--- config.mk ---
export PLATFORM = sky130hd
export DESIGN_NAME = fifo_rd_ctrl_flat
export DESIGN_NICKNAME = d
export VERILOG_FILES = /design/src/rtl/fifo_rd_ctrl_pkg.sv /design/src/rtl/fifo_rd_ctrl_if.sv /design/src/rtl/fifo_rd_ctrl_sync_w2r.sv /design/src/rtl/fifo_rd_ctrl.sv /design/src/flat_wrapper.sv
export SDC_FILE = /design/constraint.sdc
export NUM_CORES = 1
export LEC_CHECK = 0
export CORE_ASPECT_RATIO = 0.75
export CORE_MARGIN = 2
export CORE_UTILIZATION = 28
export DETAILED_ROUTE_END_ITERATION = 6
export PLACE_DENSITY_LB_ADDON = 0.08
export SLEW_MARGIN = 20
export SYNTH_ARGS = -nofsm -noshare
export SYNTH_HDL_FRONTEND = slang
export SYNTH_SLANG_ARGS = --single-unit
--- constraint.sdc ---
create_clock -name r_clk -period 3.55 [get_ports r_clk]
set_input_delay 0.5325 -clock r_clk [delete_from_list [all_inputs] [get_ports r_clk]]
set_output_delay 0.5325 -clock r_clk [all_outputs]
set_load 0.03 [all_outputs]
--- src/rtl/fifo_rd_ctrl_pkg.sv ---
// Shared definitions for the async FIFO read-side controller: default sizes
// and the Gray/binary pointer conversions, also used by the write-side controller.
// No ports; pure package. Conversions are width-generic via zero-extension to 32 bits.
package fifo_rd_ctrl_pkg;

  localparam int DEF_ADDR_WIDTH    = 4;
  localparam int DEF_DATA_WIDTH    = 8;
  localparam int DEF_AEMPTY_THRESH = 2;

  // Zero-extending a narrower pointer to 32 bits leaves both conversions
  // unchanged in the low bits, so callers just cast back to their width.
  function automatic logic [31:0] bin2gray(input logic [31:0] b);
    return b ^ (b >> 1);
  endfunction

  function automatic logic [31:0] gray2bin(input logic [31:0] g);
    logic [31:0] b;
    b[31] = g[31];
    for (int i = 30; i >= 0; i--) begin
      b[i] = b[i+1] ^ g[i];
    end
    return b;
  endfunction

endpackage

--- src/rtl/fifo_rd_ctrl_if.sv ---
// Read-side bus bundle: memory read port (raddr/ren/rdata_mem) and the
// show-ahead output stream (dout/dout_valid/dout_ready).
// master = controller side, slave = memory + consumer side.
interface fifo_rd_ctrl_if #(
  parameter int ADDR_WIDTH = 4,
  parameter int DATA_WIDTH = 8
);
  logic [ADDR_WIDTH-1:0] raddr;
  logic                  ren;
  logic [DATA_WIDTH-1:0] rdata_mem;
  logic [DATA_WIDTH-1:0] dout;
  logic                  dout_valid;
  logic                  dout_ready;

  modport master (
    output raddr, ren, dout, dout_valid,
    input  rdata_mem, dout_ready
  );

  modport slave (
    input  raddr, ren, dout, dout_valid,
    output rdata_mem, dout_ready
  );
endinterface

--- src/rtl/fifo_rd_ctrl_sync_w2r.sv ---
// sync_w2r: 2-flop synchronizer of the Gray write pointer into r_clk.
// Latency: 2 r_clk edges. No backpressure (free-running).
// Ports: r_clk, r_rstn (async active-low), wptr (async Gray in), rq2_wptr (synced out).
module sync_w2r #(
  parameter int ADDR_WIDTH = 4
) (
  input  logic                r_clk,
  input  logic                r_rstn,
  input  logic [ADDR_WIDTH:0] wptr,
  output logic [ADDR_WIDTH:0] rq2_wptr
);

  logic [ADDR_WIDTH:0] rq1_q, rq1_d;
  logic [ADDR_WIDTH:0] rq2_q, rq2_d;

  always_comb begin
    rq1_d = wptr;
    rq2_d = rq1_q;
  end

  always_ff @(posedge r_clk or negedge r_rstn) begin
    if (!r_rstn) begin
      rq1_q <= '0;
      rq2_q <= '0;
    end else begin
      rq1_q <= rq1_d;
      rq2_q <= rq2_d;
    end
  end

  assign rq2_wptr = rq2_q;

endmodule

--- src/rtl/fifo_rd_ctrl.sv ---
// Read-side controller of the async FIFO: synced write pointer, read pointer, flags, show-ahead output.
// Latency: wptr change -> dout_valid after 5 r_clk edges when idle; 1 word/cycle sustained.
// Backpressure: dout held while !dout_ready; 2-entry buffer + 1 in-flight read, ren throttled to fit.
// Ports: r_clk/r_rstn, wptr in (Gray, async), rptr out (Gray, registered), r_empty/r_aempty/r_level
//        flags, rd_if (master): memory raddr/ren/rdata_mem and dout/dout_valid/dout_ready stream.
module fifo_rd_ctrl
  import fifo_rd_ctrl_pkg::*;
#(
  parameter int ADDR_WIDTH    = DEF_ADDR_WIDTH,
  parameter int DATA_WIDTH    = DEF_DATA_WIDTH,
  parameter int AEMPTY_THRESH = DEF_AEMPTY_THRESH
) (
  input  logic                r_clk,
  input  logic                r_rstn,
  input  logic [ADDR_WIDTH:0] wptr,
  output logic [ADDR_WIDTH:0] rptr,
  output logic                r_empty,
  output logic                r_aempty,
  output logic [ADDR_WIDTH:0] r_level,
  fifo_rd_ctrl_if.master      rd_if
);

  localparam int PTR_W = ADDR_WIDTH + 1;
  localparam logic [ADDR_WIDTH:0] AE_TH = PTR_W'(AEMPTY_THRESH);

  logic [ADDR_WIDTH:0]   rq2_wptr;
  logic [ADDR_WIDTH:0]   wbin_sync;

  logic [ADDR_WIDTH:0]   rbin_q, rbin_d;
  logic [ADDR_WIDTH:0]   rptr_q, rptr_d;
  logic                  r_empty_q, r_empty_d;

  // Output stage: head is what the consumer sees, skid catches a word that
  // arrives while the head is held; infl marks a memory read in flight.
  logic [DATA_WIDTH-1:0] head_dat_q, head_dat_d;
  logic                  head_vld_q, head_vld_d;
  logic [DATA_WIDTH-1:0] skid_dat_q, skid_dat_d;
  logic                  skid_vld_q, skid_vld_d;
  logic                  infl_q, infl_d;

  logic                  pop;
  logic [1:0]            occ;
  logic                  ren;

  sync_w2r #(.ADDR_WIDTH(ADDR_WIDTH)) u_sync_w2r (
    .r_clk    (r_clk),
    .r_rstn   (r_rstn),
    .wptr     (wptr),
    .rq2_wptr (rq2_wptr)
  );

  always_comb begin
    wbin_sync = PTR_W'(gray2bin(32'(rq2_wptr)));
    r_level   = wbin_sync - rbin_q;
    r_aempty  = (r_level <= AE_TH);
  end

  always_comb begin
    pop = head_vld_q && rd_if.dout_ready;
    occ = {1'b0, head_vld_q} + {1'b0, skid_vld_q} + {1'b0, infl_q};
    // Issue a read only if, after this cycle's pop, the word it returns
    // still has a slot: keeps at most 2 words outside memory.
    ren = !r_empty_q && ((occ - {1'b0, pop}) < 2'd2);

    rbin_d    = rbin_q + {{ADDR_WIDTH{1'b0}}, ren};
    rptr_d    = PTR_W'(bin2gray(32'(rbin_d)));
    // Compare against the post-increment pointer so r_empty already accounts
    // for the read issued this cycle.
    r_empty_d = (rptr_d == rq2_wptr);
    infl_d    = ren;

    head_dat_d = head_dat_q;
    head_vld_d = head_vld_q;
    skid_dat_d = skid_dat_q;
    skid_vld_d = skid_vld_q;

    // With occ <= 2, skid valid implies no read in flight, so the skid->head
    // move and an arrival never compete for the same slot.
    if (pop) begin
      if (skid_vld_q) begin
        head_dat_d = skid_dat_q;
        head_vld_d = 1'b1;
        skid_vld_d = 1'b0;
      end else if (infl_q) begin
        head_dat_d = rd_if.rdata_mem;
        head_vld_d = 1'b1;
      end else begin
        head_vld_d = 1'b0;
      end
    end else if (infl_q) begin
      if (!head_vld_q) begin
        head_dat_d = rd_if.rdata_mem;
        head_vld_d = 1'b1;
      end else begin
        skid_dat_d = rd_if.rdata_mem;
        skid_vld_d = 1'b1;
      end
    end
  end

  always_ff @(posedge r_clk or negedge r_rstn) begin
    if (!r_rstn) begin
      rbin_q     <= '0;
      rptr_q     <= '0;
      r_empty_q  <= 1'b1;
      head_dat_q <= '0;
      head_vld_q <= 1'b0;
      skid_dat_q <= '0;
      skid_vld_q <= 1'b0;
      infl_q     <= 1'b0;
    end else begin
      rbin_q     <= rbin_d;
      rptr_q     <= rptr_d;
      r_empty_q  <= r_empty_d;
      head_dat_q <= head_dat_d;
      head_vld_q <= head_vld_d;
      skid_dat_q <= skid_dat_d;
      skid_vld_q <= skid_vld_d;
      infl_q     <= infl_d;
    end
  end

  assign rptr             = rptr_q;
  assign r_empty          = r_empty_q;
  assign rd_if.raddr      = rbin_q[ADDR_WIDTH-1:0];
  assign rd_if.ren        = ren;
  assign rd_if.dout       = head_dat_q;
  assign rd_if.dout_valid = head_vld_q;

endmodule

--- src/flat_wrapper.sv ---
// flat-port wrapper written by rule: the top's interface ports become plain ports
module fifo_rd_ctrl_flat import fifo_rd_ctrl_pkg::*;
#(
  parameter int ADDR_WIDTH    = DEF_ADDR_WIDTH,
  parameter int DATA_WIDTH    = DEF_DATA_WIDTH,
  parameter int AEMPTY_THRESH = DEF_AEMPTY_THRESH
)
  (r_clk, r_rstn, wptr, rptr, r_empty, r_aempty, r_level, rd_if_raddr, rd_if_ren, rd_if_dout, rd_if_dout_valid, rd_if_rdata_mem, rd_if_dout_ready);
  fifo_rd_ctrl_if #(.ADDR_WIDTH(ADDR_WIDTH), .DATA_WIDTH(DATA_WIDTH)) rd_if_i ();
  input  logic r_clk;
  input  logic r_rstn;
  input  logic [ADDR_WIDTH:0] wptr;
  output logic [ADDR_WIDTH:0] rptr;
  output logic r_empty;
  output logic r_aempty;
  output logic [ADDR_WIDTH:0] r_level;
  output wire logic [$bits(rd_if_i.raddr)-1:0] rd_if_raddr;
  output wire logic [$bits(rd_if_i.ren)-1:0] rd_if_ren;
  output wire logic [$bits(rd_if_i.dout)-1:0] rd_if_dout;
  output wire logic [$bits(rd_if_i.dout_valid)-1:0] rd_if_dout_valid;
  input wire logic [$bits(rd_if_i.rdata_mem)-1:0] rd_if_rdata_mem;
  input wire logic [$bits(rd_if_i.dout_ready)-1:0] rd_if_dout_ready;
  assign rd_if_raddr = rd_if_i.raddr;
  assign rd_if_ren = rd_if_i.ren;
  assign rd_if_dout = rd_if_i.dout;
  assign rd_if_dout_valid = rd_if_i.dout_valid;
  assign rd_if_i.rdata_mem = rd_if_rdata_mem;
  assign rd_if_i.dout_ready = rd_if_dout_ready;
  fifo_rd_ctrl #(.ADDR_WIDTH(ADDR_WIDTH), .DATA_WIDTH(DATA_WIDTH), .AEMPTY_THRESH(AEMPTY_THRESH)) u_core (.r_clk(r_clk), .r_rstn(r_rstn), .wptr(wptr), .rptr(rptr), .r_empty(r_empty), .r_aempty(r_aempty), .r_level(r_level), .rd_if(rd_if_i));
endmodule
=== Word level (Yosys, flattened, before mapping) ===
Cells that the tools add are included.

* Register bits after elaboration: 40
* Bits of input ports: 16
* Output and inout port bits: 26
* Logic and storage cells: 46

* Add/sub/neg operators: 5
* Order comparisons: 2
* Equal/unequal tests: 2
* Multiplexer cells: 12
* Bitwise gates (word level): 6
* Reduce and logical (&&, ||, !) cells: 9

{| class="wikitable"
|+ Operator list
! kind !! count
|-
| $mux 8 || 5
|-
| $mux 1 || 7
|-
| $reduce_and 3->1 || 2
|-
| $reduce_bool 2->1 || 3
|-
| $add 5x1->5 || 1
|-
| $eq 5x5->1 || 1
|-
| $le 5x2->1 const B || 1
|-
| $sub 5x5->5 || 1
|-
| $xor 5x4->5 || 1
|-
| $xor 1x1->1 || 4
|-
| $add 1x1->2 || 1
|-
| $add 2x1->2 || 1
|-
| $logic_and 1x1->1 || 2
|-
| $lt 2x2->1 const B || 1
|-
| $ne 2x2->1 const B || 1
|-
| $reduce_and 2->1 || 1
|-
| $sub 2x1->2 || 1
|-
| $logic_not 1->1 || 1
|-
| $not 1->1 || 1
|}

=== Logic depth before layout (Yosys ltp) ===
* Depth in word-level cells: 8
* Mapped depth: 13
* Mapped depth without buffers: 13

=== By module ===
A second synthesis with hierarchy kept.

* Cells, all modules: 142
* Area, all modules: 1,746.7 µm²

{| class="wikitable"
|+ By module, submodules not included
! module !! instances !! cells each !! area an instance (µm²)
|-
| fifo_rd_ctrl || 1 || 132 || 1,496.4
|-
| sync_w2r || 1 || 10 || 250.2
|}

=== Worst setup path before layout ===
Ideal clock, no wire load.

* Path kind: reg2out
* Start point: register u_core.u_sync_w2r.rq2_q[4], in the netlist u_core.u_sync_w2r.rq2_wptr[4]
* End point: output r_aempty
* Arrival: 3.168 ns
* Path slack: -0.150 ns
* Stages on the path, launching flop included: 12
* Cell sequence: dfrtp_1 xor2_1 xnor2_1 xor2_1 xor2_1 ha_1 fa_1 inv_1 a21o_1 a21oi_1 xnor2_1 a2111oi_2

* Word-level cells in the longest chain between the ends: 6

{| class="wikitable"
|+ RTL lines
! what !! RTL line !! source
|-
| start, declared || fifo_rd_ctrl_sync_w2r.sv:14 || <nowiki>logic [ADDR_WIDTH:0] rq2_q, rq2_d;</nowiki>
|-
| start signal, assigned || fifo_rd_ctrl_sync_w2r.sv:27 || <nowiki>rq2_q <= rq2_d;</nowiki>
|-
| $xor 1x1->1 (4 in a row) || fifo_rd_ctrl_pkg.sv:20 || <nowiki>b[i] = b[i+1] ^ g[i];</nowiki>
|-
| $sub 5x5->5 * || fifo_rd_ctrl.sv:54 || <nowiki>r_level = wbin_sync - rbin_q;</nowiki>
|-
| net r_level[4] || flat_wrapper.sv:16 || <nowiki>output logic [ADDR_WIDTH:0] r_level;</nowiki>
|-
| $le 5x2->1 * || fifo_rd_ctrl.sv:55 || <nowiki>r_aempty = (r_level <= AE_TH);</nowiki>
|-
| end, declared || flat_wrapper.sv:15 || <nowiki>output logic r_aempty;</nowiki>
|}

Mark *: on every way through the listed nets, which the timed path passes. The rest lies on a longest branch.

=== Worst setup path after layout ===
* Start point: register u_core.u_sync_w2r.rq2_q[4], in the netlist u_core.u_sync_w2r.rq2_wptr[4]
* End point: output r_aempty

* Word-level cells in the longest chain between the ends: 6

{| class="wikitable"
|+ RTL lines
! what !! RTL line
|-
| $xor 1x1->1 (4 in a row) || fifo_rd_ctrl_pkg.sv:20
|-
| $sub 5x5->5 * || fifo_rd_ctrl.sv:54
|-
| $le 5x2->1 * || fifo_rd_ctrl.sv:55
|}

Every way passes the cells marked *; elsewhere a longest branch is shown, timed or not.

==> run metrics <==
Min-Delay Path Class in2async; placed cell area 0.002337 mm2; RD Place Congestion 0.7338; Worst-Margin Slew 0.9421 ns; CTS tree yes; H-tree depth 2; status finished clean; CTS Sinks 39; pre-CTS setup slack -0.06719 ns; met3 Use GR 4.258%; most frequent cells in the layout 38 x dfrtp_1, 35 x clkdlybuf4s50_1, 15 x buf_4, 12 x inv_1, 12 x xnor2_1; Starting Density 29.63%; num ports 42; routed wire length 3.520 mm; die area 0.006916 mm2; Max FO, Critical Path 2; Synth Area per Inst 12.34 um2; fillcell total 577; diodes inserted 0; endpoints failing setup 0; Fin Hold WS 0.3503 ns; DR vias/cell 4.246; clk_lat worst skew 0.29 ns; Slew headroom 36.77%; Root Driver clkbuf_8; RSZ-0062 raised after global routing true; met2 Use GR 16.12%; largest net degree at the start of global routing 40; Final #Nets 227; drt first pass iters 3; critical path required time 3.02 ns; antenna violations before repair 0; max-slew violations 0; minimum clock period 3.408 ns; post-synthesis sequential area ratio 55.75%; share of cells above drive strength 1 23.15%; setup ws final 0.1422 ns; multi-input logic area 780.7 um2; Setup Skew 0.009244 ns; FMAX 293.4 MHz; Hold Violations, Final 0; dpl hpwl 2.641 mm; Post-Synthesis Cells 142; Synth Register Bits 39; crit start category flip-flop; Die Y 72.52 um; total negative slack 0 ns; area delta synth->final 42.68%; Tot GR Track Use 11.19%; Netlist Area Pre-Place 0.001753 mm2; Clock Path Buffers 2; vias 1,193; YS warnings 0; DRC Markers 0; CTS clk-pin slew, worst paths 0.08 ns; 1st-iter DRT viols 53; Sequential cell area 977.2 um2; max cap viols 0; total core area 0.005916 mm2; # port buffers 41; CP endpoint kind primary output; DRT antenna net count 0; vias in the first global route 1,208; syn nets 167; Cell Rows 24; post-DR wirelength/cell 12.53 um; met1 Use GR 15.62%; GRT busiest layer met2; fin crit share 96.00%; crit path kind reg2out; CTS buffer count 5; Die Wd 95.37 um; CP Data Arrival Time 2.88 ns; Finished Cell Area 0.002501 mm2; post-synthesis cell type count 24; GRT overflow 0; most common cell after layout, fill and taps aside dfrtp_1; first-pass GRT wire length 5.823 mm
-- flip-flops by register name, indices dropped and copies added, names as in the netlist --
signal and flops:
u_core.r_empty 1, u_core.u_sync_w2r.rq2_wptr 5, u_core.u_sync_w2r.rq1_q 5, u_core.skid_vld_q 1, u_core.rd_if.dout 8, u_core.rd_if.dout_valid 1
u_core.skid_dat_q 8, u_core.rptr 4, u_core.rbin_q 5, u_core.infl_q 1
-- stage by stage --
| step | util (%) | cells |
|---|---|---|
| after floorplan | - | 142 |
| after global placement | 39.51 | 270 |
| after detailed placement | 39.51 | 270 |
| after CTS | 41.73 | 280 |
| after global routing | 42.28 | 281 |
| final | 42.28 | 281 |
-- routing by layer --
layer,vias up,wire length (um)
li1,590,-
met1,577,1714
met2,24,1598
met3,2,190
met4,0,17
met5,-,0
-- Yosys cell counts --
library cell	n	area share, %
o21ai_0	8	2.3
a2111oi_2	1	0.86
a21o_1	3	1.3
nand3b_1	1	0.43
inv_1	13	2.8
ha_1	8	5.7
dfrtp_1	38	54
a221oi_2	1	0.86
o21ai_1	1	0.29
or3_1	2	0.71
mux2_2	8	5.1
a21oi_1	5	1.4
mux2i_1	8	4.6
dfstp_2	1	1.5
nor2_1	2	0.43
clkbuf_1	1	0.21
nand2_1	11	2.4
and2_1	1	0.36
fa_1	1	1.1
nand3_1	4	1.1
or2_2	1	0.36
xnor2_1	14	7.0
xor2_2	1	0.93
xor2_1	8	4.0
-- critical path: stages, from the launching register on --
cell       delay, ns
dfrtp_1         0.41
xor2_2          0.20
xnor2_2         0.22
xor2_2          0.20
xor2_1          0.18
ha_2            0.22
fa_2            0.22
inv_2           0.03
a21o_1          0.15
a21oi_2         0.16
xnor2_2         0.12
a2111oi_4       0.27
buf_4           0.21
-- final cells by class --
| class | instances | area share [%] |
|---|---|---|
| tap | 78 | 3.902 |
| timing repair buffer | 54 | 19.91 |
| multi-input combinational | 89 | 31.22 |
| clock buffer | 6 | 3.302 |
| sequential | 39 | 39.07 |
| inverter | 13 | 1.951 |
| clock inverter | 2 | 0.6503 |
-- path summary, 6_finish.rpt --
kind | slack [ns] | from | to | cells past startpoint
min | 0.35 | r_rstn | u_core.rptr[0] | 1
max reg2reg | 0.40 | u_core.rd_if.dout_valid | u_core.r_empty | 13
max in group asynchronous | 2.66 | r_rstn | u_core.u_sync_w2r.rq2_wptr[1] | 1
min reg2reg | 0.35 | u_core.u_sync_w2r.rq1_q[3] | u_core.u_sync_w2r.rq2_wptr[3] | 0
max | 0.14 | u_core.u_sync_w2r.rq2_wptr[4] | r_aempty | 12
min in group r_clk | 0.35 | u_core.u_sync_w2r.rq1_q[3] | u_core.u_sync_w2r.rq2_wptr[3] | 0
-- timing repair --
action	CTS	global route
endpoints found under the hold margin	0	0
endpoints found under the setup margin	4	2
pin swaps	2	10
hold buffers	0	0
resized for setup	6	6
setup buffers	2	1
-- logic make-up after synthesis --
family,Yosys count,synth area share [%]
flip-flops,39,55.75
XOR/XNOR,23,11.92
AND/OR/NAND/NOR,22,5.782
AO/OA/AOI/OAI,19,6.994
multiplexers,16,9.708
buffers and inverters,14,2.998
adder cells (fa/ha/maj),9,6.853
Power is left out: the tool's default activity adds up to more than one toggle a clock period on the data nets, which glitch-free logic cannot reach.
